### config.mk
export PLATFORM = sky130hd
export DESIGN_NAME = tron_round_ctrl_flat
export DESIGN_NICKNAME = d
export VERILOG_FILES = /design/src/rtl/tron_round_ctrl_if.sv /design/src/rtl/tron_round_ctrl.sv /design/src/flat_wrapper.sv
export SDC_FILE = /design/constraint.sdc
export NUM_CORES = 1
export LEC_CHECK = 0
export CAP_MARGIN = 30
export CORE_MARGIN = 2
export CORE_UTILIZATION = 56
export CTS_CLUSTER_DIAMETER = 150
export DETAILED_ROUTE_END_ITERATION = 7
export PLACE_DENSITY_LB_ADDON = 0.05
export SYNTH_ARGS = -nofsm -noshare
export SYNTH_HDL_FRONTEND = slang
export SYNTH_SLANG_ARGS = --single-unit
### constraint.sdc
create_clock -name clk -period 2.3 [get_ports clk]
set_clock_uncertainty 0.1 [all_clocks]
set_input_delay 0.69 -clock clk [delete_from_list [all_inputs] [get_ports clk]]
set_output_delay 0.69 -clock clk [all_outputs]
set_load 0.03 [all_outputs]
### src/rtl/tron_round_ctrl_if.sv
// tron_round_ctrl_if: control/pixel-flag bundle between the round sequencer and its neighbours
interface tron_round_ctrl_if #(parameter int SCORE_W = 4);
    logic               start;
    logic               frame_start;
    logic               frame_end;
    logic               head1;
    logic               head2;
    logic               lethal;
    logic               clear_trails;
    logic               move_tick;
    logic [2:0]         state;
    logic               crash1;
    logic               crash2;
    logic [SCORE_W-1:0] score1;
    logic [SCORE_W-1:0] score2;
    logic               game_over;
    modport master (
        output start, frame_start, frame_end, head1, head2, lethal,
        input  clear_trails, move_tick, state, crash1, crash2, score1, score2, game_over
    );
    modport slave (
        input  start, frame_start, frame_end, head1, head2, lethal,
        output clear_trails, move_tick, state, crash1, crash2, score1, score2, game_over
    );
endinterface

### src/rtl/tron_round_ctrl.sv
// tron_round_ctrl: Tron round/score sequencer; define TRON_PAUSE_EN to add the RUN<->PAUSE toggle on start
module tron_round_ctrl #(
    parameter int TICK_DIV    = 1777777,
    parameter int COUNT_TICKS = 3,
    parameter int HOLD_FRAMES = 60,
    parameter int SCORE_W     = 4,
    parameter int WIN_SCORE   = 9
) (
    input logic              clk,
    input logic              reset,
    tron_round_ctrl_if.slave bus
);
    localparam int DIV_W = $clog2(TICK_DIV + 1);
    localparam int CNT_W = $clog2(COUNT_TICKS + 2);
    localparam int FRM_W = $clog2(HOLD_FRAMES + 1);
    localparam logic [DIV_W-1:0]   DIV_MAX  = DIV_W'(TICK_DIV - 1);
    localparam logic [CNT_W-1:0]   CNT_INIT = CNT_W'(COUNT_TICKS);
    localparam logic [FRM_W-1:0]   FRM_LAST = FRM_W'(HOLD_FRAMES - 1);
    localparam logic [SCORE_W-1:0] WIN      = SCORE_W'(WIN_SCORE);

    typedef enum logic [2:0] {
        IDLE  = 3'd0,
        CLEAR = 3'd1,
        COUNT = 3'd2,
        RUN   = 3'd3,
        CRASH = 3'd4,
        OVER  = 3'd5,
        PAUSE = 3'd6
    } state_t;

    state_t             st, nxt;
    logic [DIV_W-1:0]   div;
    logic [CNT_W-1:0]   cnt;
    logic [FRM_W-1:0]   frm;
    logic               h1l, h2l, hh;
    logic               crash1_r, crash2_r;
    logic [SCORE_W-1:0] s1, s2;
    logic               wrap, c1, c2, crash, live;

    assign wrap  = div == DIV_MAX;
    assign c1    = h1l | hh;
    assign c2    = h2l | hh;
    assign crash = st == RUN && bus.frame_end && (c1 | c2);
    assign live  = st == RUN || st == PAUSE;

    // state register
    always_ff @(posedge clk) begin
        if (reset) st <= IDLE;
        else       st <= nxt;
    end

    // next-state: round flow, start only honoured where it has a meaning
    always_comb begin
        nxt = st;
        case (st)
            IDLE:    nxt = bus.start ? CLEAR : IDLE;
            CLEAR:   nxt = COUNT;
            COUNT:   nxt = cnt == '0 ? RUN : COUNT;
`ifdef TRON_PAUSE_EN
            RUN:     nxt = crash ? CRASH : bus.start ? PAUSE : RUN;
            PAUSE:   nxt = bus.start ? RUN : PAUSE;
`else
            RUN:     nxt = crash ? CRASH : RUN;
`endif
            CRASH:   nxt = bus.frame_end && frm == FRM_LAST ? ((s1 == WIN || s2 == WIN) ? OVER : CLEAR) : CRASH;
            OVER:    nxt = bus.start ? CLEAR : OVER;
            default: nxt = IDLE;
        endcase
    end

    // divider, countdown, hold-frame counter, per-frame collision flags, crash latches and scores
    always_ff @(posedge clk) begin
        if (reset) begin
            div      <= '0;
            cnt      <= '0;
            frm      <= '0;
            h1l      <= 1'b0;
            h2l      <= 1'b0;
            hh       <= 1'b0;
            crash1_r <= 1'b0;
            crash2_r <= 1'b0;
            s1       <= '0;
            s2       <= '0;
        end else begin
            div      <= (st == COUNT && cnt != '0) || st == RUN ? (wrap ? '0 : div + 1'b1) : st == PAUSE ? div : '0;
            cnt      <= st == CLEAR ? CNT_INIT : (st == COUNT && wrap && cnt != '0) ? cnt - 1'b1 : cnt;
            frm      <= st == CRASH ? frm + FRM_W'(bus.frame_end) : '0;
            h1l      <= live && ((h1l && !bus.frame_start) || (bus.head1 && bus.lethal));
            h2l      <= live && ((h2l && !bus.frame_start) || (bus.head2 && bus.lethal));
            hh       <= live && ((hh && !bus.frame_start) || (bus.head1 && bus.head2));
            crash1_r <= st == CLEAR ? 1'b0 : crash ? c1 : crash1_r;
            crash2_r <= st == CLEAR ? 1'b0 : crash ? c2 : crash2_r;
            s1       <= st == OVER && bus.start ? '0 : (crash && c2 && !c1 && s1 != WIN) ? s1 + 1'b1 : s1;
            s2       <= st == OVER && bus.start ? '0 : (crash && c1 && !c2 && s2 != WIN) ? s2 + 1'b1 : s2;
        end
    end

    // outputs decoded from state and registers
    always_comb begin
        bus.clear_trails = st == CLEAR;
        bus.move_tick    = st == RUN && wrap;
        bus.game_over    = st == OVER;
        bus.state        = st;
        bus.crash1       = crash1_r;
        bus.crash2       = crash2_r;
        bus.score1       = s1;
        bus.score2       = s2;
    end
endmodule
### src/flat_wrapper.sv
// flat-port wrapper written by rule: the top's interface ports become plain ports
module tron_round_ctrl_flat 
#(
    parameter int TICK_DIV    = 1777777,
    parameter int COUNT_TICKS = 3,
    parameter int HOLD_FRAMES = 60,
    parameter int SCORE_W     = 4,
    parameter int WIN_SCORE   = 9
)
  (clk, reset, bus_start, bus_frame_start, bus_frame_end, bus_head1, bus_head2, bus_lethal, bus_clear_trails, bus_move_tick, bus_state, bus_crash1, bus_crash2, bus_score1, bus_score2, bus_game_over);
  tron_round_ctrl_if #(.SCORE_W(SCORE_W)) bus_i ();
  input logic clk;
  input logic reset;
  input wire logic [$bits(bus_i.start)-1:0] bus_start;
  input wire logic [$bits(bus_i.frame_start)-1:0] bus_frame_start;
  input wire logic [$bits(bus_i.frame_end)-1:0] bus_frame_end;
  input wire logic [$bits(bus_i.head1)-1:0] bus_head1;
  input wire logic [$bits(bus_i.head2)-1:0] bus_head2;
  input wire logic [$bits(bus_i.lethal)-1:0] bus_lethal;
  output wire logic [$bits(bus_i.clear_trails)-1:0] bus_clear_trails;
  output wire logic [$bits(bus_i.move_tick)-1:0] bus_move_tick;
  output wire logic [$bits(bus_i.state)-1:0] bus_state;
  output wire logic [$bits(bus_i.crash1)-1:0] bus_crash1;
  output wire logic [$bits(bus_i.crash2)-1:0] bus_crash2;
  output wire logic [$bits(bus_i.score1)-1:0] bus_score1;
  output wire logic [$bits(bus_i.score2)-1:0] bus_score2;
  output wire logic [$bits(bus_i.game_over)-1:0] bus_game_over;
  assign bus_i.start = bus_start;
  assign bus_i.frame_start = bus_frame_start;
  assign bus_i.frame_end = bus_frame_end;
  assign bus_i.head1 = bus_head1;
  assign bus_i.head2 = bus_head2;
  assign bus_i.lethal = bus_lethal;
  assign bus_clear_trails = bus_i.clear_trails;
  assign bus_move_tick = bus_i.move_tick;
  assign bus_state = bus_i.state;
  assign bus_crash1 = bus_i.crash1;
  assign bus_crash2 = bus_i.crash2;
  assign bus_score1 = bus_i.score1;
  assign bus_score2 = bus_i.score2;
  assign bus_game_over = bus_i.game_over;
  tron_round_ctrl #(.TICK_DIV(TICK_DIV), .COUNT_TICKS(COUNT_TICKS), .HOLD_FRAMES(HOLD_FRAMES), .SCORE_W(SCORE_W), .WIN_SCORE(WIN_SCORE)) u_core (.clk(clk), .reset(reset), .bus(bus_i));
endmodule
Word level (Yosys, flattened, before mapping)

Cells that the tools add are included.

Bits in registers: 46

Add/subtract/negate cells: 5
Equality and inequality tests: 13
Muxes and demuxes: 12
Bitwise gates (word level): 4
Reductions and logical operators: 39

Operators with widths:

| kind                                                                    | number |
|---|---|
| 21-bit two-way mux                                                      | 3 |
| 1-bit logical AND                                                       | 23 |
| 21-bit by 1-bit adder with 21-bit output, second input constant         | 1 |
| 21-bit equality test, second input constant                             | 1 |
| 3-bit one-hot mux with 6 select lines                                   | 1 |
| 3-bit two-way mux                                                       | 4 |
| 3-bit equality test, second input constant                              | 3 |
| 4-bit by 1-bit adder with 4-bit output, second input constant           | 2 |
| 4-bit equality test, second input constant                              | 2 |
| 4-bit inequality test, second input constant                            | 2 |
| 6-bit by 1-bit adder with 6-bit output                                  | 1 |
| 3-bit by 2-bit equality test with 1-bit output, second input constant   | 2 |
| 6-bit equality test, second input constant                              | 1 |
| 3-bit logical NOT                                                       | 2 |
| 1-bit logical OR                                                        | 6 |
| 2-bit OR reduction                                                      | 3 |
| 2-bit two-way mux                                                       | 2 |
| 3-bit by 1-bit equality test with 1-bit output, second input constant   | 1 |
| 1-bit logical NOT                                                       | 3 |
| 1-bit OR                                                                | 3 |
| 3-bit nonzero test                                                      | 1 |
| 3-bit by 1-bit subtractor with 3-bit output, second input constant      | 1 |
| 1-bit two-way mux                                                       | 2 |
| 2-bit by 1-bit inequality test with 1-bit output, second input constant | 1 |
| 2 further kinds                                                         | 2 |

Logic depth before layout (Yosys ltp)

Depth after elaboration: 6
Gate-level depth with buffers: 7

Worst setup path after synthesis

Ideal clock, no wire load.

Path kind: register to output
From: reg u_core.st[1] (netlist: u_core.bus.state[1])
To: out bus_move_tick
Arrival time: 1.894 ns
Required time: 1.510 ns
Setup slack: -0.384 ns
Cell stages (with the launch flop): 4
Buffers on the path: 1
Cell sequence: dfxtp_1 > buf_1 > nand3b_1 > nor4_1

Longest elaborated chain between the ends: 2

Ends and longest elaborated chain:

| element                                        | line                   | text |
|---|---|---|
| start: declaration                             | tron_round_ctrl.sv:31  | `state_t st, nxt;` |
| start signal: assignment                       | tron_round_ctrl.sv:49  | `else st <= nxt;` |
| 3-bit by 2-bit equality test with 1-bit output | tron_round_ctrl.sv:101 | `bus.move_tick = st == RUN && wrap;` |
| 1-bit logical AND                              | tron_round_ctrl.sv:101 |  |
| end: declaration                               | flat_wrapper.sv:21     | `output wire logic [$bits(bus_i.move_tick)-1:0] bus_move_tick;` |

Every way passes these cells.

Worst setup path after layout

From: reg u_core.div[0]
To: out bus_move_tick

Longest elaborated chain between the ends: 2

Ends and longest elaborated chain:

| element                  | line                   | text |
|---|---|---|
| start: declaration       | tron_round_ctrl.sv:32  | `logic [DIV_W-1:0] div;` |
| start signal: assignment | tron_round_ctrl.sv:85  | `div <= (st == COUNT && cnt != '0) \|\| st == RUN ? (wrap ? '0 : div + 1'b1) : st == PAUSE ? div : '0;` |
| 21-bit equality test     | tron_round_ctrl.sv:40  | `assign wrap = div == DIV_MAX;` |
| 1-bit logical AND        | tron_round_ctrl.sv:101 |  |

Every way passes these cells.

==> out/results.ini <==
[outcome]
status = finished with violations
violated_checks = negative setup slack

[global_routing]
track_usage = 0.232
antenna_found_initial = 0
globalRouteOverflowTotal = 0
grt_pass1_vias = 2005
grt_first_pass_wirelength_um = 9110
grt_max_degree = 21

[logic_synthesis]
top_count_cell_post_synth = sky130_fd_sc_hd__dfxtp_1
synth.ff_latch_count = 46
syn_area_per_cell_um2 = 8.45
synth_common_cells = sky130_fd_sc_hd__dfxtp_1 (46), sky130_fd_sc_hd__nor2_1 (26), sky130_fd_sc_hd__nand2_1 (16)
synth_async_sr_flop_share = 0
yosysTopAreaCell = sky130_fd_sc_hd__dfxtp_1
top_area_cell_type_share_of_the_netlist_area = 0.382
yosysUniqueCellTypes = 45
synth.cell_area_um2 = 2410
gate_count_post_synth = 285
ys_seq_area_frac = 0.382
postSynthNetCount = 303
synth_edf_count = 0
yosys-top-cells-area = sky130_fd_sc_hd__dfxtp_1 (38%), sky130_fd_sc_hd__ha_1 (5.2%), sky130_fd_sc_hd__nor2_1 (4.1%)
ys.warnings.count = 0
ys.flop_type = sky130_fd_sc_hd__dfxtp_1

[sta]
final_hold_viol_count = 0
finalMaxSlewViolations = 0
fmaxAchievable_mhz = 416
worst_slew_margin_rel = 0.695
setup_viol = 1
fin_crit_sh = 1.05
final_period_minus_worst_setup_slack_ns = 2.41
post-route-worst-setup-slack_ns = -0.106
rsz0062_at_grt = yes
worst_slew_pin_slew_ns = 0.456

[drt]
drt-pass1-iter-count = 4
route.detailed.vias_per_inst = 5.91
route.detailed.drc = 0
dr.first_iter.drc_count = 114
dr_total_vias = 2198
post_drt_wl_per_cell_um = 14.6
wirelength_um = 5420
ant_nets = 0

[floorplan]
placeableCoreArea_um2 = 4060
design.die.area_um2 = 4840
std_cell_rows = 23
initial_utilization = 0.594
die_span_x_um = 69.6
io_pins = 24
chipHeight_um = 69.6

[power]
maximum_vdd_drop_mv = 0.329
post-layout-total-power_mw = 1.47
cellPowerDensity_nw_per_um2 = 503
power_leakage_nw = 0.984

[finish]
final_area_um2 = 2920
seqCellArea_um2 = 931
final_antenna_diode_count = 0
finalNetCount = 340
num-fill-cells = 328
post_route_cells_drive_above_1_share = 0.149
final_core_utilization = 0.719
area_of_the_multi_input_gates_um2 = 1430
syn2layout_area_growth_pct = 21.2

[worst_setup_path]
worst_setup_path_end_kind = primary output
cp.buffers_inverters = 2
worst-r2r-setup-slack_ns = 0.12
worst-endpoint-required_ns = 1.51
worstPathArrival_ns = 1.62
crit_chain = inv_2, ha_4, and3b_2, nand2_2, nor4_2, buf_4
worst_path_max_delay_cell = sky130_fd_sc_hd__dfxtp_2
startpoint_type = flip-flop
worst-path-max-fanout = 2
family_with_the_most_delay_on_the_worst_path = simple AND/OR/NAND/NOR gates
slowest_delay_ns = 0.33
criticalPathCategory = reg2out

[cts]
clkSinkCount = 46
tritoncts_clock_tree = built
ctsRootBufferMaster = sky130_fd_sc_hd__clkbuf_8
cts_buffers = 5
htreeDepth = 2
clkLatencyLatePin_ns = 0.30
max-clock-path-buffers = 2
clock_transition_at_the_registers_of_the_reported_paths_ns = 0.08

[placement]
dpl-instance-area_um2 = 2740
numPortBuffers = 23
gpl.final_weighted_congestion = 0.868
dp_hpwl_um = 3860

[run]
drv_cap = 0

[min_path]
hp-class = reg2reg

==> area by class of cell <==
| class | count | area share |
|---|---|---|
| well taps | 50 | 0.0214 |
| clock buffers | 7 | 0.0261 |
| multi-input cells | 213 | 0.490 |
| flip-flops and latches | 46 | 0.319 |
| inverters | 14 | 0.0180 |
| repair buffers | 42 | 0.125 |
==> sequential cells by signal (all words and copies together), names as in the netlist, 3 cells and up <==
| signal | cells |
|---|---|
| u_core.bus.score1 | 4 |
| u_core.bus.score2 | 4 |
| u_core.bus.state | 3 |
| u_core.cnt | 3 |
| u_core.div | 21 |
| u_core.frm | 6 |
==> kinds of logic (layout without fill, tap and decap cells) <==
family	count (synthesis)	count (layout)	synth area share
and+or+nand+nor	123	123	0.284
DFF	46	46	0.382
buffers and inverters	26	63	0.0452
AOI/OAI and AO/OA	58	58	0.156
muxes	2	2	0.00831
adders and majority gates	10	10	0.0519
xor gates and xnor gates	20	20	0.0727
==> power breakdown <==
part           switching, mW  total (mW)  internal, mW
clock                  0.260       0.470         0.210
combinational          0.100       0.179        0.0789
sequential            0.0117       0.819         0.808
==> cells in the final DEF (no fill, tap or decap), drive strengths merged, types with 2 or more instances in the layout <==
| cell | instances |
|---|---|
| nor3 | 7 |
| clkdlybuf4s50 | 20 |
| nand3b | 4 |
| xor2 | 11 |
| nand4 | 12 |
| buf | 22 |
| a21oi | 14 |
| clkbuf | 7 |
| nor3b | 3 |
| inv | 14 |
| nand3 | 12 |
| nor4b | 6 |
| nor2 | 26 |
| a22oi | 12 |
| and3b | 2 |
| o31ai | 2 |
| dfxtp | 46 |
| xnor2 | 9 |
| or3 | 12 |
| and4 | 2 |
| and2 | 2 |
| and3 | 3 |
| o21a | 2 |
| or4 | 4 |
| o22ai | 2 |
| nand2 | 16 |
| mux2i | 2 |
| a2111oi | 4 |
| ha | 10 |
| a31oi | 3 |
| o21ai | 12 |
| nor4 | 4 |
| a21o | 2 |
| nand2b | 4 |
| or2 | 2 |
==> worst reg2reg max path, stage by stage, from the launching register on <==
cell and delay [ns]:
sky130_fd_sc_hd__dfxtp_2 0.34, sky130_fd_sc_hd__buf_4 0.10, sky130_fd_sc_hd__buf_4 0.10, sky130_fd_sc_hd__ha_1 0.15, sky130_fd_sc_hd__nand3_1 0.13, sky130_fd_sc_hd__or4_1 0.61
sky130_fd_sc_hd__or3_1 0.41, sky130_fd_sc_hd__a22oi_1 0.15
==> worst paths after layout <==
kind,start,to,cells after the start
worst max-delay path,u_core.div[0],bus_move_tick,6
worst min register to register,u_core.cnt[2],u_core.cnt[2],2
worst max register to register,u_core.div[0],u_core.div[20],7
worst min-delay path,u_core.cnt[2],u_core.cnt[2],2
==> stage by stage <==
| stage | std cells | setup slack [ns] | setup TNS (ns) | hold WS [ns] |
|---|---|---|---|---|
| floorplan | 285 | -0.0686 | -0.0686 | 0.357 |
| global placement | 358 | 0.0625 | 0 | 0.377 |
| detailed placement | 358 | 0.00905 | 0 | 0.385 |
| CTS | 370 | -0.0539 | -0.0539 | 0.400 |
| global route | 372 | -0.142 | -0.147 | 0.435 |
| finish | 372 | -0.106 | -0.106 | 0.398 |
==> what timing repair did <==
| item | in CTS | in global routing |
|---|---|---|
| pin swaps | 3 | 3 |
| resized for setup | 12 | 8 |
| gates cloned | 0 | 0 |
| hold buffers | 0 | 0 |
| endpoints found under the setup margin | 1 | 4 |
| setup buffers | 5 | 2 |
==> metal layers <==
layer / vias up / wire, µm / track usage
met1: 1039 / 2710 / 0.333
met2: 42 / 2380 / 0.347
li1: 1112 / - / -
met4: 0 / 66 / 0.0741
met5: - / 0 / 0
met3: 5 / 264 / 0.0509
Power figures use the tool's default switching activity.
